**src/rtl/dmem_pkg.sv**
```systemverilog
// Shared definitions for the data-memory front end: memory geometry,
// FSM state codes and the encoding of who currently owns the memory port.
package dmem_pkg;

  localparam int DEPTH        = 128;
  localparam int DATA_W       = 64;
  localparam int STARVE_LIMIT = 8;

  // FSM state codes
  localparam logic [0:0] CLEAR = 1'b0;
  localparam logic [0:0] RUN   = 1'b1;

  // Memory port owner for the current cycle
  typedef enum logic [1:0] {
    OWN_NONE,
    OWN_CPU,
    OWN_DBG,
    OWN_CLR
  } owner_e;

endpackage

```
**src/rtl/dmem_clear_seq.sv**
```systemverilog
// Clear sequencer: walks a word index from 0 to DEPTH-1 while enabled and
// flags the cycle that writes the last word.
module dmem_clear_seq #(
  parameter int DEPTH = 128,
  localparam int CW   = $clog2(DEPTH)
) (
  input  logic          clk,
  input  logic          reset,
  input  logic          en,
  output logic [CW-1:0] clrCnt,
  output logic          done
);

  assign done = en && (clrCnt == CW'(DEPTH - 1));

  // Word index: restarts at 0 on reset and after the final word
  always_ff @(posedge clk) begin
    if (!reset) begin
      clrCnt <= '0;
    end else if (done) begin
      clrCnt <= '0;
    end else if (en) begin
      clrCnt <= clrCnt + 1'b1;
    end
  end

endmodule

```
**src/rtl/dmem_arbiter.sv**
```systemverilog
// Data-memory front end: zero-fills the memory after reset, then shares the
// single memory port between the MEM stage (priority) and a debug/loader
// port using a req/gnt handshake. Addresses at or beyond DEPTH never write
// and read back as zero.
//
// Build option: DMEM_ARB_STARVE_GUARD_EN adds a starvation guard that forces
// a debug grant (stalling the CPU) after STARVE_LIMIT consecutive denials.
module dmem_arbiter #(
  parameter int DEPTH        = dmem_pkg::DEPTH,
`ifdef DMEM_ARB_STARVE_GUARD_EN
  parameter int STARVE_LIMIT = dmem_pkg::STARVE_LIMIT,
`endif
  parameter int DATA_W       = dmem_pkg::DATA_W
) (
  input  logic              clk,
  input  logic              reset,
  input  logic [63:0]       cpu_addr,
  input  logic [DATA_W-1:0] cpu_wdata,
  input  logic              cpu_read,
  input  logic              cpu_write,
  output logic [DATA_W-1:0] cpu_rdata,
  output logic              cpu_stall,
  input  logic              dbg_req,
  input  logic              dbg_we,
  input  logic [63:0]       dbg_addr,
  input  logic [DATA_W-1:0] dbg_wdata,
  output logic              dbg_gnt,
  output logic [DATA_W-1:0] dbg_rdata,
  output logic              dbg_valid,
  output logic [63:0]       mem_addr,
  output logic [DATA_W-1:0] mem_wdata,
  output logic              mem_read,
  output logic              mem_write,
  input  logic [DATA_W-1:0] mem_rdata,
  output logic              init_busy
);

  import dmem_pkg::*;

  localparam int CW = $clog2(DEPTH);

  logic [0:0]        state;
  owner_e            owner;
  logic [CW-1:0]     clrCnt;
  logic              clrDone;
  logic              cpuAcc;
  logic              forceDbg;
  logic              dbgRd;
  logic              dbgValid_p1;
  logic [DATA_W-1:0] dbgRdata_p1;

  function automatic logic addrOk(input logic [63:0] addr);
    return addr < 64'(DEPTH);
  endfunction

  assign cpuAcc = cpu_read | cpu_write;

  dmem_clear_seq #(
    .DEPTH (DEPTH)
  ) uClearSeq (
    .clk    (clk),
    .reset  (reset),
    .en     (reset && (state == CLEAR)),
    .clrCnt (clrCnt),
    .done   (clrDone)
  );

  // Two-state FSM: clear after every reset, then run
  always_ff @(posedge clk) begin
    if (!reset) begin
      state <= CLEAR;
    end else if ((state == CLEAR) && clrDone) begin
      state <= RUN;
    end
  end

`ifdef DMEM_ARB_STARVE_GUARD_EN
  localparam int SW = $clog2(STARVE_LIMIT + 1);

  logic [SW-1:0] starveCnt;

  assign forceDbg = (state == RUN) && dbg_req && (starveCnt == SW'(STARVE_LIMIT));

  // Consecutive-denial counter; any grant or a dropped request clears it
  always_ff @(posedge clk) begin
    if (!reset) begin
      starveCnt <= '0;
    end else if ((state == RUN) && dbg_req && !dbg_gnt) begin
      starveCnt <= starveCnt + 1'b1;
    end else begin
      starveCnt <= '0;
    end
  end
`else
  assign forceDbg = 1'b0;
`endif

  // Owner selection: clear sequencer, forced debug, CPU, then debug
  always_comb begin
    owner = OWN_NONE;
    if (!reset) begin
      owner = OWN_NONE;
    end else if (state == CLEAR) begin
      owner = OWN_CLR;
    end else if (forceDbg) begin
      owner = OWN_DBG;
    end else if (cpuAcc) begin
      owner = OWN_CPU;
    end else if (dbg_req) begin
      owner = OWN_DBG;
    end
  end

  // Memory port mux; out-of-range addresses never write and read as zero
  always_comb begin
    mem_addr  = '0;
    mem_wdata = '0;
    mem_read  = 1'b0;
    mem_write = 1'b0;
    cpu_rdata = '0;
    case (owner)
      OWN_CLR: begin
        mem_addr  = 64'(clrCnt);
        mem_write = 1'b1;
      end
      OWN_CPU: begin
        mem_addr  = cpu_addr;
        mem_wdata = cpu_wdata;
        mem_read  = cpu_read;
        mem_write = cpu_write & addrOk(cpu_addr);
        cpu_rdata = addrOk(cpu_addr) ? mem_rdata : '0;
      end
      OWN_DBG: begin
        mem_addr  = dbg_addr;
        mem_wdata = dbg_wdata;
        mem_read  = ~dbg_we;
        mem_write = dbg_we & addrOk(dbg_addr);
      end
      default: ;
    endcase
  end

  assign dbg_gnt   = (owner == OWN_DBG);
  assign dbgRd     = dbg_gnt & ~dbg_we;
  assign cpu_stall = !reset || (state == CLEAR) || forceDbg;
  assign init_busy = !reset || (state == CLEAR);

  // Debug read return stage: data and valid one cycle after the grant
  always_ff @(posedge clk) begin
    if (!reset) begin
      dbgValid_p1 <= 1'b0;
      dbgRdata_p1 <= '0;
    end else begin
      dbgValid_p1 <= dbgRd;
      if (dbgRd) begin
        dbgRdata_p1 <= addrOk(dbg_addr) ? mem_rdata : '0;
      end
    end
  end

  assign dbg_valid = dbgValid_p1;
  assign dbg_rdata = dbgRdata_p1;

endmodule

```
**config.mk**
```make
export PLATFORM = sky130hd
export DESIGN_NAME = dmem_arbiter
export DESIGN_NICKNAME = d
export VERILOG_FILES = /design/src/rtl/dmem_pkg.sv /design/src/rtl/dmem_clear_seq.sv /design/src/rtl/dmem_arbiter.sv
export SDC_FILE = /design/constraint.sdc
export NUM_CORES = 1
export LEC_CHECK = 0
export BUFFER_PORTS_ARGS = -buffer_cell sky130_fd_sc_hd__buf_2
export CAP_MARGIN = 40
export CELL_PAD_IN_SITES_DETAIL_PLACEMENT = 0
export CELL_PAD_IN_SITES_GLOBAL_PLACEMENT = 1
export CORE_AREA = 4 4 225 227
export DETAILED_ROUTE_END_ITERATION = 8
export DIE_AREA = 0 0 229 231
export HOLD_SLACK_MARGIN = 0.1
export PLACE_DENSITY_LB_ADDON = 0.08
export SLEW_MARGIN = 20
export SYNTH_ARGS = -nofsm -noshare
export SYNTH_HDL_FRONTEND = slang
export SYNTH_HIERARCHICAL = 1
export SYNTH_SLANG_ARGS = --single-unit
```
**constraint.sdc**
```tcl
create_clock -name clk -period 9.3 [get_ports clk]
set_clock_uncertainty 0.15 [all_clocks]
set_input_delay 2.79 -clock clk [delete_from_list [all_inputs] [get_ports clk]]
set_output_delay 2.79 -clock clk [all_outputs]
set_load 0.005 [all_outputs]
```
* After elaboration in Yosys (flattened, before gate mapping)
Cells that the tools add are included.
Word-level totals: bits in registers 73, input bits 326, output and inout bits 262, word-level logic and storage cells 35
Cells by class: add/sub/neg operators 1, order comparisons 2, equality and inequality tests 4, muxes and demuxes 11, bitwise gates (word level) 7, reductions and logical operators 6
Operator list (count):
- $mux 64 | 3
- $pmux 64 s3 | 1
- $lt 64x8->1 const B | 2
- $pmux 64 s2 | 1
- $mux 2 | 4
- $add 7x1->7 const B | 1
- $eq 7x7->1 const B | 1
- $eq 2x2->1 const B | 2
- $and 1x1->1 | 3
- $logic_and 1x1->1 | 3
- $not 1->1 | 3
- $pmux 1 s3 | 1
- $eq 2x1->1 const B | 1
- $pmux 1 s2 | 1
- $reduce_or 2->1 | 1
- $logic_not 1->1 | 1
- $logic_or 1x1->1 | 1
- $or 1x1->1 | 1

* Logic depth before layout (Yosys ltp)
Gate-level depths: netlist of the first run.
depth in word-level cells 6, gate-level depth with buffers 12

* Hierarchy
The synthesis of the first run kept the hierarchy.
By module, submodules not included:
- dmem_arbiter | times used 1, cells an instance 580, area an instance 4608.2 µm²
- dmem_clear_seq | times used 1, cells an instance 32, area an instance 297.8 µm²

* Worst setup path before layout of the first run
Ideal clock, no wire load.
path kind input to output, start point input port cpu_write, end point output port cpu_rdata[13], data arrival time 4.247 ns, required time 6.360 ns, path slack 2.113 ns, stages 11, cells stage by stage nor2_1 nand2_1 nand2_1 nand2_1 ha_1 nor4b_1 nand4_1 nor4_2 buf_4 buf_6 and2_1
On the way: word-level cells in the longest chain between the ends 6
Ends and longest elaborated chain:
- start, declared | RTL line dmem_arbiter.sv:20 | input logic cpu_write,
- $or 1x1->1 | RTL line dmem_arbiter.sv:56 | assign cpuAcc = cpu_read | cpu_write;
- $mux 2 | RTL line dmem_arbiter.sv:107 | end else if (cpuAcc) begin
- $mux 2 | RTL line dmem_arbiter.sv:103 | end else if (state == CLEAR) begin
- $mux 2 | RTL line dmem_arbiter.sv:101 | if (!reset) begin
- $eq 2x1->1 | RTL line dmem_arbiter.sv:121 | case (owner)
- $mux 64 | RTL line dmem_arbiter.sv:121
- end, declared | RTL line dmem_arbiter.sv:21 | output logic [DATA_W-1:0] cpu_rdata,
Every way passes these cells.

* Worst setup path after layout of the first run
start point input port reset, end point output port cpu_rdata[39]
On the way: word-level cells in the longest chain between the ends 3
Ends and longest elaborated chain:
- start, declared | RTL line dmem_arbiter.sv:16 | input logic reset,
- $mux 2 | RTL line dmem_arbiter.sv:101
- $eq 2x1->1 | RTL line dmem_arbiter.sv:121
- $mux 64 | RTL line dmem_arbiter.sv:121
Every way passes these cells.

==> metrics list, run 1 <==
* Power per cell area: 106.7 mW/mm2
* Share of synthesized cell area in full adder, half adder and majority cells: 1.020%
- Input and output buffers added on the ports amount to 587.
- The number of nets handed over by synthesis was 942.
* Cells after Synth: between 600 and 700
- Simple-gate share of the synthesized area: 29.33%
- GRT Total Usage: between 10% and 20%
* Final weighted congestion of routability-driven global placement: 0.7991
* Post-synthesis cell area: slightly below 0.005 mm2
- Number of top-level pins: 588
- Clock latency on the worst-skew pair, taken at its later pin, is ~0.34 ns.
- The number of max-slew violations in the final report is 0.
- Result of the run: finished, final reports clean
- Multiplexer fraction of the synthesized cell area: 0.2040%
- Clock-pin slew was measured on the worst setup and hold paths at about 0.06 ns.
- Total clock buffers created by CTS: 9
* Sequential cell area fraction in the yosys report: between 20% and 30%
* Fin util: ~18%
- TritonCTS built the clock tree.
- ANT nets after route: 0
- Clk root buf: clkbuf_16
- Number of sinks on the clock net: 73
* Critical path class: in -> out
* Nature of the critical path endpoint: output pin
- Worst slew pin tran: 0.8056 ns
- Across all layers, the routed design uses 7095 vias.
- Relative to the synthesized area, the layout overhead comes to 79.50%.
- The analysis attributes to cell leakage a power of 0.004566 uW.
- In the layout the commonest cells are buf_2, a22oi_1, nor2_1.
- The clock passes through at most 2 buffers.
- The post-route netlist has 53.53% of its cells at a drive strength greater than 1.
* Kind of start point of the critical path: input pin
- Once the clock tree was built, the resizer swapped 0 gates to a different size.
- Post-detailed-route wirelength per cell: 20.77 um
* Count of max-cap constraint violations: 0
- The die covers ~0.053 mm2.
- Most common cell after layout, fill and taps aside: buf_2
- Vertical extent of the die: 231 um
- The average instance in the mapped netlist occupies 8.016 um2.
* Final Hold Violating Endpoints: 0
- Xor/xnor share of the synthesized area: 0.7141%
* Wirelength, routed: between 30000 and 40000 um
* Largest family of logic cells by synthesized area: compound AO/OA/AOI/OAI gates
- The region available for standard cell placement spans 0.04865 mm2.
- Vias in the first global route: 7332
- The final layout contains 1487 nets.
- Data required, critical path: between 6 and 7 ns
- Summing all placed instances gives a cell area of 0.008479 mm2.
- The initial antenna violation count was 16.
- Summed over all layers, the global routing overflow is 0.
* Row cnt: 81
- Number of flip-flops and latches in the synthesized netlist: between 70 and 80
- Iter 0 DRT Violations: 306
- Final cell count without fillers: 1787
* Setup-violating endpoint count in the final report: 0
* Most common flop cell mapped by yosys: dfxtp_1
- Fin crit share: a little under nine tenths
- Final-layout setup total negative slack: 0 ns
- Across the VDD grid, the largest voltage drop is between 80 and 90 uV.
- Number of distinct library cells after synthesis: 32
- Buffers inserted to repair hold after CTS numbered 0.
- Post-detailed-placement half-perimeter wirelength: between 30000 and 40000 um
* Setup repair after global routing missed its margin: false
- Counting flops with a built-in enable in the synthesized netlist gives 0.
- In this run the tightest slew margin relative to its limit is a little under half.
* Die outline width: 229 um
- Number of fill cells: 5620
* Via density per instance: 3.970
* Min-delay worst type: reg -> reg
- Highest achievable clock rate: 125.6 MHz
* CTS H-Tree Depth: 3
* Largest net degree at the start of global routing: 65
- Cell Count Post-Placement: between 1500 and 2000
* Drt drc: 0
- Time the final worst path needs with I/O delays and setup: 7.965 ns
* Router iterations before antenna repair: 5
- Summing the areas of all compound-gate instances in the mapped netlist gives between 30% and 40% of the synthesized area.
* Final standard cell area without fillers: 0.008806 mm2
- Critical path peak fanout: 64
* Arrival time reported for the critical path endpoint: 5.02 ns
- After clock tree synthesis, the setup repair step added 0 buffers.
* Yosys warning count: 6
* First-pass GRT wire length: 52140 um
- Effective utilization at floorplan: 10.08%
- After synthesis, the share of flip-flops with an asynchronous set or reset is 0%.
==> path summary, 6_finish.rpt <==
path,endpoint,start,cells past startpoint,slack [ns]
worst min register to register,dbg_rdata[18],dbg_rdata[18],1,0.32
worst max-delay path,cpu_rdata[39],reset,10,1.34
worst max register to register,dbg_rdata[56],state,8,6.07
worst min-delay path,dbg_rdata[18],dbg_rdata[18],1,0.32
==> metal layers <==
layer / wire length, um / track usage, % / vias up
li1: - / - / 3386
met1: 13280 / 13.45 / 3292
met2: 20120 / 25.82 / 351
met3: 3073 / 4.714 / 48
met4: 533 / 2.587 / 18
met5: 116 / 0 / -
==> stage by stage <==
step / total power [uW] / hold WS (ns) / worst slack [ns]
after detailed placement: 571.1 / 0.3079 / 1.264
after CTS: 969.6 / 0.3273 / 1.261
after global placement: 574.5 / 0.3060 / 1.364
after floorplan: 410.5 / 0.3195 / 2.113
after global routing: 997.8 / 0.3357 / 1.046
final: 939.7 / 0.3212 / 1.335
==> Yosys cell counts, types with 4 or more instances <==
cell / number / share of area (%)
a22oi_1: 121 / 19
nor2_1: 74 / 5.7
dfxtp_1: 73 / 30
nor2b_1: 68 / 8.7
and2_1: 67 / 8.5
a22o_1: 64 / 11
clkbuf_1: 48 / 3.7
nor4_1: 26 / 3.3
nand2_1: 10 / 0.77
buf_4: 8 / 1.2
a222oi_1: 7 / 1.4
nand4_1: 7 / 0.89
buf_6: 5 / 1.1
ha_1: 4 / 1.0
==> flip-flops by register name, summed over array words and instances (netlist names) <==
name and flops:
dbg_rdata 64, dbg_valid 1, state 1, uClearSeq/clrCnt 7
==> cell type report <==
| class | instances | area (um2) | share of cell area (%) |
|---|---|---|---|
| clock inverters | 6 | 90.09 | 1.023 |
| diodes | 3 | 7.507 | 0.08525 |
| flip-flops and latches | 73 | 1461 | 16.60 |
| well taps | 622 | 778.2 | 8.838 |
| multi-input cells | 472 | 3172 | 36.02 |
| clock buffers | 10 | 229.0 | 2.600 |
| inverters | 2 | 7.507 | 0.08525 |
| repair buffers | 599 | 3060 | 34.75 |
==> worst max-delay path, cell delays in order <==
cell and delay [ns]:
buf_2 0.19, nand2_1 0.16, inv_1 0.13, ha_4 0.21, nor4b_1 0.25, nand4_1 0.20, nor4_4 0.27, buf_4 0.44
and2_1 0.20, buf_2 0.11
==> power by group <==
| part | leakage [uW] | switching, uW | internal, uW |
|---|---|---|---|
| Clock | 0.000153 | 146 | 236 |
| Sequential | 0.000588 | 1.26 | 314 |
| Combinational | 0.00382 | 129 | 114 |
==> kinds of logic (layout without fill, tap and decap cells) <==
family          count (synthesis)  in the layout
fa+ha+maj                       4              4
other cells                     0              3
buf+inv                        67            617
xor+xnor                        4              4
mux                             1              1
simple gates                  262            262
flops                          73             73
compound gates                201            201
(Power assumes the default switching activity.)
==> inputs of run 2 (changes only) <==
--- a/config.mk
+++ b/config.mk
@@ -11,5 +11,5 @@
 export CELL_PAD_IN_SITES_GLOBAL_PLACEMENT = 1
-export CORE_AREA = 4 4 225 227
+export CORE_AREA = 4 4 223 225
 export DETAILED_ROUTE_END_ITERATION = 8
-export DIE_AREA = 0 0 229 231
+export DIE_AREA = 0 0 227 229
 export HOLD_SLACK_MARGIN = 0.1
==> constraint.sdc (replaced) <==
create_clock -name clk -period 9 [get_ports clk]
set_clock_uncertainty 0.15 [all_clocks]
set_input_delay 0.9 -clock clk [delete_from_list [all_inputs] [get_ports clk]]
set_output_delay 0.9 -clock clk [all_outputs]
set_load 0.005 [all_outputs]
==> run 2 against run 1 <==
Clock power decreased by 14%. Non-clock buffer count decreased by 4. Utilization increased by 0.18 points. Sequential share of layout area increased by 0.21 points. Flip-flop and latch count unchanged. Cell count decreased by 0.22%. Setup slack improved by 3.0 ns. Wire length increased by 1.2%. Highest routed layer unchanged. Sequential power increased by 3%. Die area decreased by 1.7%. Worst hold slack got worse by 0.0017 ns.
==> metrics list, run 2 (same netlist as run 1, synthesis figures left out) <==
* Buffers from clock root to sink, at most: 2
- Summed over all nets, the switching power comes to 279.0 uW.
* Post-detailed-placement half-perimeter wirelength: a little over 30000 um
- Drt drc: 0
- Using the TritonRoute via totals, the vias-per-cell ratio works out to 3.998.
- For this design, the CTS-stage hold fixing added 0 buffers.
- Effective utilization at floorplan: approximately a tenth
* Clock-pin transition on the worst setup and hold timing paths: 0.06 ns
- TritonCTS built the clock tree.
* Data required, critical path: 7.95 ns
- STA puts the critical path data arrival time at 3.64 ns.
- Commonest non-fill, non-tap cells in the layout: buf_2, a22oi_1, nor2_1
* Die outline width: 227 um
- Sequential cells burn 36.1% of the power.
- Worst slew margin relative to its limit: between 40% and 50%
- Counting instances, the worst hold path has a depth of 1.
* Final Slew Violations: 0
* Router iterations before antenna repair: 5
- Worst reg2reg setup slack: 5.71 ns
- Worst reg2reg path startpoint: state
- ANT nets after route: 0
* Switching part of the total: between 30% and 40%
* Result of the run: finished, final reports clean
* Endpoint of the lowest-slack register-to-register path: dbg_rdata[34]
* Die ar.: 0.05198 mm2
- Min-delay worst type: reg -> reg
* Final-layout setup total negative slack: 0 ns
* First-pass GRT wire length: 51690 um
- Nature of the critical path endpoint: output pin
- Leakage power figure: 0.004508 uW
- Clock share of power: between 30% and 40%
- Nets@finish: 1483
- Setup repair after global routing missed its margin: false
- Setup-violating endpoint count in the final report: 0
- The initialized floorplan defines 80 standard-cell rows.
- The region available for standard cell placement spans ~0.048 mm2.
- Worst vdd ir: 52.06 uV
- GRT Total Usage: 13.54%
- Cell internal pwr: around 620 uW
- The initial antenna violation count was 22.
- The worst setup path is of the in -> out kind.
- Origin of the worst min-delay path: dbg_rdata[3]
- Summing all placed instances gives a cell area of 0.008406 mm2.
- In this run, post-CTS repair resized a total of 0 instances.
- Synth-to-Final Area Change: 77.23%
- During placement, the flow inserted port buffers numbering about 600.
- Critical path peak fanout: 66
* Fraction of layout instances using a drive strength above 1: 53.28%
- Clock tree synthesis selected as its root buffer the cell clkbuf_16.
- Count of cells along the worst register-to-register path: 8
- Clock latency on the worst-skew pair: 0.34 ns
* Most common cell after layout, fill and taps aside: buf_2
- Post-detailed-route wirelength per cell: 21.08 um
- Iter 0 DRT Violations: between 200 and 300
* Highest achievable clock rate: 213.0 MHz
- For the pin with the worst max-slew slack, the measured transition is between 0.8 and 0.9 ns.
* Largest net degree at the start of global routing: between 70 and 80
- In this run the power density over the cells is between 100 and 150 mW/mm2.
* Sink of the worst hold path: dbg_rdata[3]
- After filler insertion, the fill cell instance count of the layout stands at ~5600.
- The final hold violation count is 0.
- After global routing the overflow that remains totals 0.
* Fin crit share: 52.16%
- Number of top-level pins: 588
* Final weighted congestion of routability-driven global placement: 0.8265
- Wirelength, routed: 37580 um
* Total clock buffers created by CTS: 9
- The register with the most flip-flops in the layout has 64 of them.
- At the end of the flow the core is filled with cells to 18.29%.
- After routing the design area is 0.008695 mm2.
* Number of sinks on the clock net: between 70 and 80
* CTS H-Tree Depth: 3
- Setup bufs post-CTS: 0
* Vertical extent of the die: between 200 and 250 um
* Vias after detailed routing: 7129
- In this run, the combinational gates consume 27.7% of the power.
- STA classifies the critical path startpoint as an input pin.
* Vias in the first global route: 7356
- The smallest clock period supported by the final layout is computed as 4.694 ns.
- Count of max-cap constraint violations: 0
run 2: cell count changes in the layout (fill, tap and decap cells not counted), sizes merged:
cell | before | now
clkinv | 2 | 4
clkinvlp | 1 | 2
bufinv | 2 | 0
buf | 599 | 595
diode | 3 | 10
inv | 3 | 2
run 2: how the worst max path moves through the flow:
| stage | from | endpoint | slack [ns] | cells after the start |
|---|---|---|---|---|
| 6_report | cpu_read | mem_write | 4.31 | 13 |
| 3_5_place_dp | cpu_read | mem_write | 4.15 | 13 |
| 5_1_grt | cpu_read | mem_write | 3.92 | 13 |
| 4_1_cts | cpu_read | mem_write | 4.15 | 13 |
| 3_3_place_gp | cpu_read | mem_write | 4.18 | 13 |
| 2_1_floorplan | cpu_write | cpu_rdata[13] | 5.59 | 11 |
run 2: layout make-up:
| type | count | area, um2 | area share (%) |
|---|---|---|---|
| multi-input cells | 472 | 3169 | 36.45 |
| repair buffers | 595 | 2998 | 34.48 |
| flip-flops and latches | 73 | 1461 | 16.81 |
| well taps | 615 | 769.5 | 8.850 |
| clock buffers | 10 | 229.0 | 2.633 |
| clock inverters | 6 | 35.03 | 0.4029 |
| diodes | 10 | 25.02 | 0.2878 |
| inverters | 2 | 7.507 | 0.08634 |
run 2: critical path, stage by stage:
cell and delay, ns:
buf_2 0.11, nor2_1 0.06, nand2_1 0.06, nand2_1 0.12, inv_1 0.13, ha_4 0.65
nor4b_1 0.31, nand4_1 0.19, nor4_4 0.24, buf_4 0.45, nand2_1 0.10, a21oi_1 0.14
buf_2 0.16
run 2: metrics by stage:
step	setup slack [ns]	total power (uW)	cells	hold slack (ns)
2_1_floorplan	5.593	424.2	612	0.3195
3_3_place_gp	4.181	592.8	1757	0.3062
3_5_place_dp	4.153	589.4	1757	0.3086
4_1_cts	4.145	929.0	1773	0.3263
5_1_grt	3.917	963.3	1780	0.3345
6_report	4.306	902.3	1783	0.3195
run 2: per-layer routing:
| metal | up-vias | track usage, % | part of all wire, % |
|---|---|---|---|
| met3 | 61 | 5.186 | 9.5 |
| li1 | 3378 | - | - |
| met5 | - | 0 | 0.28 |
| met2 | 370 | 25.14 | 53 |
| met1 | 3300 | 13.83 | 35 |
| met4 | 20 | 4.482 | 2.4 |
run 2: power groups by stage:
stage / registers (uW) / clock network [uW] / logic (uW)
after floorplan: 332 / 0 / 92.0
after global placement: 333 / 0 / 260
after detailed placement: 333 / 0 / 257
after CTS: 326 / 346 / 257
after global routing: 325 / 360 / 277
final: 326 / 327 / 250
